`config.mk`:
```
export PLATFORM = sky130hd
export DESIGN_NAME = beta_normalize
export DESIGN_NICKNAME = d
export VERILOG_FILES = /design/src/rtl/beta_normalize.sv
export SDC_FILE = /design/constraint.sdc
export NUM_CORES = 1
export LEC_CHECK = 0
export ABC_AREA = 1
export CAP_MARGIN = 20
export CORE_ASPECT_RATIO = 0.75
export CORE_UTILIZATION = 45
export CTS_CLUSTER_DIAMETER = 80
export DETAILED_ROUTE_END_ITERATION = 10
export PLACE_DENSITY = 0.8
export RECOVER_POWER = 100
export SYNTH_ARGS = -nofsm -noshare
export SYNTH_HDL_FRONTEND = slang
export SYNTH_SLANG_ARGS = --single-unit
```
`constraint.sdc`:
```
create_clock -name clk -period 2.1 [get_ports clk]
set_input_delay 0.525 -clock clk [delete_from_list [all_inputs] [get_ports clk]]
set_output_delay 0.525 -clock clk [all_outputs]
set_load 0.01 [all_outputs]
```
`src/rtl/beta_normalize.sv`:
```
// Iterative normalizer: shifts the operand left one bit per cycle until its MSB is significant.
// Latency COUNT+1 cycles after accept; the result is held in DONE until out_ready is seen.
module beta_normalize #(
    parameter int WIDTH = 32,
    parameter int CW    = 6
) (
    input  logic             clk,
    input  logic             reset,
    input  logic             in_valid,
    output logic             in_ready,
    input  logic             MODE,
    input  logic [WIDTH-1:0] A,
    output logic             out_valid,
    input  logic             out_ready,
    output logic [WIDTH-1:0] Y,
    output logic [CW-1:0]    COUNT,
    output logic             ZERO
);

    localparam logic [1:0] ST_IDLE = 2'd0;
    localparam logic [1:0] ST_RUN  = 2'd1;
    localparam logic [1:0] ST_DONE = 2'd2;

    localparam logic [CW-1:0] MAX_U = CW'(WIDTH);
    localparam logic [CW-1:0] MAX_S = CW'(WIDTH - 1);

    logic [1:0]       state_q, state_d;
    logic [WIDTH-1:0] sh_q, sh_d;
    logic [CW-1:0]    count_q, count_d;
    logic             mode_q, mode_d;
    logic             zero_q, zero_d;
    logic             out_valid_q, out_valid_d;
    logic             done_c;

    // Signed operands stop one step early: the sign bit itself is never shifted out.
    always_comb begin
        done_c = 1'b0;
        if (mode_q) begin
            done_c = (sh_q[WIDTH-1] != sh_q[WIDTH-2]) || (count_q == MAX_S);
        end else begin
            done_c = sh_q[WIDTH-1] || (count_q == MAX_U);
        end
    end

    always_comb begin
        state_d     = state_q;
        sh_d        = sh_q;
        count_d     = count_q;
        mode_d      = mode_q;
        zero_d      = zero_q;
        out_valid_d = out_valid_q;
        case (state_q)
            ST_IDLE: begin
                if (in_valid) begin
                    sh_d    = A;
                    mode_d  = MODE;
                    count_d = '0;
                    zero_d  = (A == '0);
                    state_d = ST_RUN;
                end
            end
            ST_RUN: begin
                if (done_c) begin
                    out_valid_d = 1'b1;
                    state_d     = ST_DONE;
                end else begin
                    sh_d    = {sh_q[WIDTH-2:0], 1'b0};
                    count_d = count_q + 1'b1;
                end
            end
            ST_DONE: begin
                if (out_ready) begin
                    out_valid_d = 1'b0;
                    state_d     = ST_IDLE;
                end
            end
            default: begin
                out_valid_d = 1'b0;
                state_d     = ST_IDLE;
            end
        endcase
    end

    always_ff @(posedge clk) begin
        if (reset) begin
            state_q     <= ST_IDLE;
            sh_q        <= '0;
            count_q     <= '0;
            mode_q      <= 1'b0;
            zero_q      <= 1'b0;
            out_valid_q <= 1'b0;
        end else begin
            state_q     <= state_d;
            sh_q        <= sh_d;
            count_q     <= count_d;
            mode_q      <= mode_d;
            zero_q      <= zero_d;
            out_valid_q <= out_valid_d;
        end
    end

    assign in_ready  = (state_q == ST_IDLE);
    assign out_valid = out_valid_q;
    assign Y         = sh_q;
    assign COUNT     = count_q;
    assign ZERO      = zero_q;

endmodule

```
* Yosys cells after proc, flatten, opt, wreduce, memory -nomap -nowiden *
Cells that the tools add are included.
Widths: inputs -> output; s select.

cells by class
  add/sub/neg operators = 1
  eq/ne operators = 9
  mux-type cells = 14
  reductions and logical operators = 9
  bitwise operators = 1

operator list
  operator             number
  $mux 32              2
  $pmux 32 s2          1
  $logic_not 32->1     1
  $mux 6               2
  $pmux 6 s2           1
  $reduce_and 3->1     3
  $ne 2x2->1 const B   4
  $add 6x1->6 const B  1
  $eq 6x5->1 const B   1
  $eq 6x6->1 const B   1
  $mux 2               3
  $pmux 2 s3           1
  $mux 1               3
  $pmux 1 s3           1
  $eq 2x1->1 const B   1
  $eq 2x2->1 const B   1
  $logic_not 2->1      1
  $logic_or 1x1->1     2
  $reduce_and 2->1     1
  $reduce_bool 2->1    1
  $ne 1x1->1           1
  $not 1->1            1

word-level totals
  logic and storage cells = 40
  output and inout bits = 41
  register bits after elaboration = 43
  input bits = 37

* Depth between registers and ports, before layout *
Gate-level depths: netlist of run 1.

  depth in word-level cells = 5
  gate-level depth with buffers = 11
  depth with buffers taken out = 10

* Worst setup path before layout of run 1 *
No wires, ideal clock.

  path kind = register to register
  start point = register count_q[0], in the netlist COUNT[0]
  end point = register sh_q[3], in the netlist Y[3]
  path slack = 0.519 ns
  cell stages (with the launch flop) = 10
  required time = 1.984 ns
  library setup time = 0.116 ns
  data arrival time = 1.465 ns
  period minus slack after synthesis = 1.581 ns
  buffers on the path = 1
  path through = dfxtp_1 > ha_1 > nand3_2 > o21ai_1 > nand2_1 > nand3_2 > nand2_4 > buf_2 > o21ai_0 > nor2_1

on the way
  word-level cells in the longest chain between the ends = 5
  elaborated cells on any way between the ends = 7
  classes of those cells = eq/ne: 3; mux: 1; reduce/logical: 3

RTL lines
  element                                     RTL line  source
  start: declaration                          29        logic [CW-1:0] count_q, count_d;
  start signal: assignment                    95        count_q <= count_d;
  $eq 6x6->1 or $eq 6x5->1 (tied branches)    41, 39
  $logic_or 1x1->1, on equally long branches  41, 39
  $mux 1 (*)                                  38        if (mode_q) begin
  $ne 2x2->1 (no line) (*)                    -
  $reduce_and 3->1 (no line) (*)              -
  end signal: assignment                      87        sh_q <= '0;
  end signal: assignment                      94        sh_q <= sh_d;
  end: declaration                            28        logic [WIDTH-1:0] sh_q, sh_d;

Mark *: on every way between the ends. The rest lies on a longest branch, timed or not.
A chain may end at the register's enable or synchronous reset.

* Final worst setup path of run 1 *
  start point = register state_q[1]
  end point = output port in_ready

on the way
  word-level cells in the longest chain between the ends = 1

RTL lines
  element                   RTL line  source
  start: declaration        27        logic [1:0] state_q, state_d;
  start signal: assignment  93        state_q <= state_d;
  $logic_not 2->1           102       assign in_ready = (state_q == ST_IDLE);
  end: declaration          10        output logic in_ready,

No other way between the ends.

==> flow_summary.toml, run 1 <==
[grt]
grt_pass1_wl_mm = 10.5
first_global_vias = 2257
antenna_found_initial = 0
grt-ovfl-total = 0
grt_usage_pct = 26.2
grt_max_degree = 35

[power_and_ir_drop]
seqPwrFrac_pct = 40.4
leakage_nw = 1.49
swShare_pct = 34.0
p_per_area_nw_per_um2 = 848
pwr-share-comb_pct = 34.1
power_switching_mw = 0.897
clkPwrFrac_pct = 25.5
ir_worst_vdd_mv = 0.474
internal_power_mw = 1.74

[timing]
tns_ns = 0
fin_hold_ws_ns = 0.462
clock.fmax_ghz = 0.511
clock_skew_ns = 0.0107
rsz0062_at_grt = "no"
min_period_ns = 1.96
slew_headroom_pct = 76.8
finalCritPeriodShare_pct = 93.2
worst_slack_ns = 0.142
drv_slew = 0
setup_violations = 0
worst_pin_slew_ns = 0.348
hold_viol = 0

[min_path]
hp-start = "out_valid$_SDFFE_PP0P_"
hp-class = "reg -> reg"

[worst_setup_path]
slowest_stage = "dlygate4sd3_1"
cp_cell_sequence = "inv_2, nand2_1, inv_1, dlygate4sd3_1"
startpoint = "state_q[1]$_SDFFE_PP0P_"
r2r-start = "COUNT[0]$_SDFFE_PP0P_"
cp.required_ns = 1.57
worstSetupEndpointType = "output port"
cp.arrival_ns = 1.43
crit_path_start_kind = "flop"
cp_max_fo = 3
critPathMaxStageDelay_ns = 0.59
critPathKind = "reg -> out"

[clock_network]
cts_sinks = 43
postCtsSetupRepairBufs = 0
ctsResizeCount = 0
root_buffer = "clkbuf_8"
tritoncts = "done"
clk_pin_slew_worst_paths_ns = 0.08
clkLatencyLatePin_ns = 0.30
cts_buffers = 5
cts_buffer_depth = 2
cts_hold_buffers = 0
htree_num_levels = 2

[synth]
yosys_warnings = 0
synth_cell_types = 23
avgSynthCellArea_um2 = 6.26
seq_area_frac_synth_pct = 39.4
synth_nets = 388
netlist_instances = 349
synth_seq_cells = 43
netlist_area_um2 = 2190

[drt]
top_layer = "met4"
viasPerCell = 5.12
wl_met2_mm = 2.68
wl_met3_um = 557
drc = 0
wirelength_mm = 6.15
firstDrtPassIters = 4
final_antenna_net_count = 0
met1_length_mm = 2.87
drt-initial-drc-count = 193
num_vias = 2466
avgRoutedWirePerCell_um = 12.8

[outcome]
status = "completed"

[cells_and_area]
n_antenna_cell = 0
final_core_util_pct = 68.1
area_growth_pct = 42.4
layout_common_cells = "nand2_1 (103), nor2_1 (87), dfxtp_1 (43), dlygate4sd3_1 (42), clkdlybuf4s50_1 (35)"
final_common_cell = "nand2_1"
layout-drive-gt1-share_pct = 5.88
fillers = 400
nNetsFinal = 463

[place]
io_buffers = 77
place.gp.congestion = 0.847
hpwl_mm = 4.49
place_ws_ns = 0.161

[run]
maxCapViolCount = 0

[floorplan]
num_io_pins = 78
row_count = 21
core-area_um2 = 4570
die_y_um = 62.4
die_x_um = 82.5
die_area_um2 = 5140
initial_core_util_pct = 47.8
[sequential cells by signal, summed over array words and instances (netlist names)]
name       count
Y             32
ZERO           1
COUNT          6
state_q        2
mode_q         1
out_valid      1
[per-stage QoR]
step	total power [mW]	instance area (µm²)	cells
3_3_place_gp	2.01	3000	474
5_1_grt	2.82	3110	482
3_5_place_dp	2.03	3000	474
6_report	2.64	3110	482
4_1_cts	2.69	3110	482
2_1_floorplan	1.59	2190	349
[power groups by stage]
stage	logic [mW]	clock network [mW]	registers, mW
after floorplan	0.468	0	1.12
after global placement	0.924	0	1.09
after detailed placement	0.945	0	1.09
after CTS	0.949	0.676	1.07
after global routing	1.01	0.725	1.09
final	0.899	0.673	1.07
[layer usage]
metal,GRT usage [%],vias to the layer above
met2,38.3,118
li1,-,1243
met3,5.29,5
met5,0,-
met4,5.26,0
met1,39.4,1100
[worst paths after layout]
kind | endpoint | slack [ns] | cells past startpoint
max | in_ready | 0.14 | 4
min | out_valid$_SDFFE_PP0P_ | 0.46 | 2
max reg2reg | Y[13]$_SDFFE_PP0P_ | 0.21 | 9
min reg2reg | out_valid$_SDFFE_PP0P_ | 0.46 | 2
[logic make-up (layout without fill, tap and decap cells)]
kind of cell               count (synthesis)  after routing  share of synthesized area [%]
adders and majority gates                  2              2                           1.14
buffers and inverters                     40            116                           8.41
DFF                                       43             43                           39.4
AOI/OAI and AO/OA                         55             55                           13.0
and+or+nand+nor                          209            209                           38.1
[final cells by class]
class                      instances  area [µm²]  share of cell area [%]
sequential                        43         861                    27.7
clock inverter                     2        35.0                    1.13
inverter                          22        85.1                    2.73
tap                               57        71.3                    2.29
clock buffer                       6        82.6                    2.65
timing repair buffer              86         836                    26.9
multi-input combinational        266        1140                    36.7
[cells in the mapped netlist]
master    instances  area, µm²
a21oi_1           8       40.0
a21oi_2           1       8.76
a22oi_1           2       15.0
buf_2             7       35.0
buf_6             3       33.8
clkbuf_1          8       30.0
dfxtp_1          43        861
ha_1              2       25.0
inv_1            20       75.1
inv_2             1       3.75
inv_4             1       6.26
nand2_1         103        387
nand2_4           1       11.3
nand3_1           6       30.0
nand3_2           2       20.0
nand3b_1          1       7.51
nand4_1           1       6.26
nor2_1           87        327
nor3_1            5       25.0
nor4_1            1       6.26
o21ai_0          28        140
o21ai_1          16       80.1
or2_2             2       12.5
[critical path, delay by kind of cell, from the launching register on]
| family | cells | cell delay, ns |
|---|---|---|
| buf+inv | 3 | 0.68 |
| flops | 1 | 0.37 |
| simple gates | 1 | 0.09 |
Power figures use the tool's default switching activity.
==> run 2: changes to the inputs <==
--- a/config.mk
+++ b/config.mk
@@ -5,13 +5,12 @@
 export SDC_FILE = /design/constraint.sdc
 export NUM_CORES = 1
 export LEC_CHECK = 0
-export ABC_AREA = 1
 export CAP_MARGIN = 20
 export CORE_ASPECT_RATIO = 0.75
-export CORE_UTILIZATION = 45
+export CORE_UTILIZATION = 49
 export CTS_CLUSTER_DIAMETER = 80
 export DETAILED_ROUTE_END_ITERATION = 10
-export PLACE_DENSITY = 0.8
+export PLACE_DENSITY = 0.86
 export RECOVER_POWER = 100
 export SYNTH_ARGS = -nofsm -noshare
 export SYNTH_HDL_FRONTEND = slang
==> constraint.sdc (replaced) <==
create_clock -name clk -period 2.5 [get_ports clk]
set_input_delay 0.625 -clock clk [delete_from_list [all_inputs] [get_ports clk]]
set_output_delay 0.625 -clock clk [all_outputs]
set_load 0.01 [all_outputs]
==> run 2 against run 1 <==
Non-clock buffer count is 3 lower. Final area is 0.44% lower. Clock power is 34% lower. Register-to-register slack worse by 0.05 ns. Flip-flop and latch count stayed put. Synthesized area is 4.0% higher. Via count is 9.5% lower. Cell count is 19% lower. Critical endpoint is now Y[23]$_SDFFE_PP0P_. Largest power group unchanged.
==> flow_summary.toml, run 2 <==
[worst_setup_path]
r2r-start = "COUNT[0]$_SDFFE_PP0P_"
crit_family = "simple AND/OR/NAND/NOR gates"
cp_cell_sequence = "inv_1, ha_1, or4b_1, or3_4, a31o_2, buf_4, nor2_1, a311oi_2"
critPathKind = "reg -> reg"
cp.required_ns = 2.65
critPathMaxStageDelay_ns = 0.43
cp.arrival_ns = 2.49
crit_path_start_kind = "flop"
rr_worst_depth = 8
slowest_stage = "or4b_1"
worst-path-buf-inv = 2
rrSetupSlack_ns = 0.16
worstSetupEndpointType = "flop"
r2r-end = "Y[23]$_SDFFE_PP0P_"
cp_max_fo = 38

[synth]
seq_area_frac_synth_pct = 37.9
synth-edff-count = 0
synth.area.mux_share_pct = 0.440
netlist_instances = 261
synth_async_sr_flop_share_pct = 0
yosys.area_share.simple_pct = 26.9
synth_compound_area_share_pct = 26.7
netlist_area_um2 = 2270
synth.top_cells.by_count = "nand2_1 (69), dfxtp_1 (43), nor2_1 (41)"
synth_top_flop_cell = "dfxtp_1"
synth.top_cell.area_share_pct = 37.9
synth_cell_types = 38
synth_top_family_by_area = "simple AND/OR/NAND/NOR gates"
synth_nets = 300
yosys_warnings = 0
synth_seq_cells = 43
synth_xor_area_share_pct = 0
synth_fa_ha_area_share_pct = 1.10
yosysMostFrequentCell = "nand2_1"
yosysTopAreaCell = "dfxtp_1"
avgSynthCellArea_um2 = 8.71
yosys-top-cells-area = "dfxtp_1 (38%), a311oi_2 (20%), nand2_1 (11%), nor2_1 (6.8%), buf_12 (2.6%)"

[floorplan]
row_count = 21
die_y_um = 61.0
initial_core_util_pct = 50.9
num_io_pins = 78
die_area_um2 = 4920
core-area_um2 = 4470
die_x_um = 80.7

[clock_network]
tritoncts = "done"
cts_buffers = 5
ctsResizeCount = 0
cts_hold_buffers = 0
htree_num_levels = 2
root_buffer = "clkbuf_8"
postCtsSetupRepairBufs = 0
cts_buffer_depth = 2
cts_sinks = 43
clk_pin_slew_worst_paths_ns = 0.08
clkLatencyLatePin_ns = 0.29

[drt]
drc = 0
drt-initial-drc-count = 123
num_vias = 2231
viasPerCell = 5.74
top_layer = "met4"
met1_length_mm = 2.69
firstDrtPassIters = 4
final_antenna_net_count = 0
wl_met3_um = 371
wl_met2_mm = 2.79
wirelength_mm = 5.99
avgRoutedWirePerCell_um = 15.4

[timing]
rsz0062_at_grt = "no"
worst_pin_slew_ns = 0.565
drv_slew = 0
min_period_ns = 2.34
setup_violations = 0
hold_viol = 0
tns_ns = 0
finalCritPeriodShare_pct = 93.5
clock.fmax_ghz = 0.428
slew_headroom_pct = 62.0
clock_skew_ns = 0.00433

[power_and_ir_drop]
ir_worst_vdd_mv = 0.349
p_per_area_nw_per_um2 = 613
leakage_nw = 1.19

[cells_and_area]
final_core_util_pct = 69.4
area_growth_pct = 36.3
layout_common_cells = "nand2_1 (69), dfxtp_1 (43), dlygate4sd3_1 (42), nor2_1 (41), clkdlybuf4s50_1 (34)"
n_antenna_cell = 0
nNetsFinal = 371
layout-drive-gt1-share_pct = 15.1
largest_register_ffs = 32
final_common_cell = "nand2_1"
fillers = 380

[outcome]
status = "completed"

[grt]
antenna_found_initial = 0
grt_max_degree = 39
first_global_vias = 2007
grt_usage_pct = 25.5
grt-ovfl-total = 0
grt_pass1_wl_mm = 9.36

[min_path]
hp-class = "reg -> reg"
min_to = "out_valid$_SDFFE_PP0P_"
hp-start = "out_valid$_SDFFE_PP0P_"
hold_depth = 2

[place]
io_buffers = 77
place.gp.congestion = 0.915
hpwl_mm = 4.33

[run]
maxCapViolCount = 0
-- run 2: cell types whose count changed in the layout (fill, tap and decap cells not counted), sizes merged, moves of 3 or more --
cell | before | now
nor3 | 5 | 1
nand2b | 0 | 3
inv | 22 | 4
o21ai | 44 | 2
nor4 | 1 | 8
nor2 | 87 | 41
or3 | 0 | 3
a311oi | 0 | 31
nand2 | 104 | 69
nand3 | 8 | 3
-- run 2: worst min-delay path: stages, from the launching register on --
cell	delay [ns]
dfxtp_1	0.31
o21ai_0	0.06
a21oi_1	0.06
-- run 2: logic make-up after synthesis --
kind of cell | Yosys count
buf+inv | 23
compound gates | 52
mux | 1
flops | 43
simple gates | 140
fa+ha+maj | 2
-- run 2: power breakdown --
group / switching [mW] / leakage, nW / internal, mW
logic: 0.325 / 0.793 / 0.291
clock network: 0.229 / 0.0470 / 0.217
registers: 0.0703 / 0.355 / 0.768
total: 0.625 / 1.19 / 1.28
-- run 2: area by class of cell --
type,count,area [µm²],area share [%]
clock inverter,1,5.00,0.162
timing repair buffer,83,807,26.1
sequential,43,861,27.8
clock buffer,6,82.6,2.67
multi-input combinational,195,1260,40.5
inverter,4,15.0,0.485
tap,57,71.3,2.30
-- run 2: metrics by stage --
step | cells | hold slack, ns | worst slack (ns) | area, µm² | total power [mW]
2_1_floorplan | 261 | 0.447 | 0.320 | 2270 | 1.25
3_3_place_gp | 382 | 0.467 | 0.304 | 3030 | 1.49
3_5_place_dp | 382 | 0.477 | 0.207 | 3030 | 1.51
4_1_cts | 389 | 0.487 | 0.213 | 3110 | 1.96
5_1_grt | 389 | 0.514 | 0.0806 | 3100 | 2.00
6_report | 389 | 0.477 | 0.163 | 3100 | 1.90
-- run 2: how the worst max path moves through the flow --
stage / startpoint / to / slack [ns] / cells past startpoint
2_1_floorplan: COUNT[0]$_SDFFE_PP0P_ / Y[10]$_SDFFE_PP0P_ / 0.32 / 9
3_3_place_gp: COUNT[0]$_SDFFE_PP0P_ / Y[12]$_SDFFE_PP0P_ / 0.30 / 8
3_5_place_dp: in_valid / Y[11]$_SDFFE_PP0P_ / 0.21 / 6
4_1_cts: COUNT[0]$_SDFFE_PP0P_ / Y[11]$_SDFFE_PP0P_ / 0.21 / 8
5_1_grt: COUNT[0]$_SDFFE_PP0P_ / Y[28]$_SDFFE_PP0P_ / 0.08 / 8
6_report: COUNT[0]$_SDFFE_PP0P_ / Y[23]$_SDFFE_PP0P_ / 0.16 / 8
-- run 2: layer usage --
metal,track usage [%],up-vias
li1,-,1077
met2,42.6,83
met4,11.7,0
met3,4.36,10
met1,32.8,1061
met5,0,-
==> run 3: changes to the inputs <==
--- a/config.mk
+++ b/config.mk
@@ -12,6 +12,7 @@
 export DETAILED_ROUTE_END_ITERATION = 10
 export PLACE_DENSITY = 0.86
 export RECOVER_POWER = 100
+export SLEW_MARGIN = 20
 export SYNTH_ARGS = -nofsm -noshare
 export SYNTH_HDL_FRONTEND = slang
 export SYNTH_SLANG_ARGS = --single-unit
==> results of run 3 <==
Final layout, timing and power as in run 2 (identical DEF).
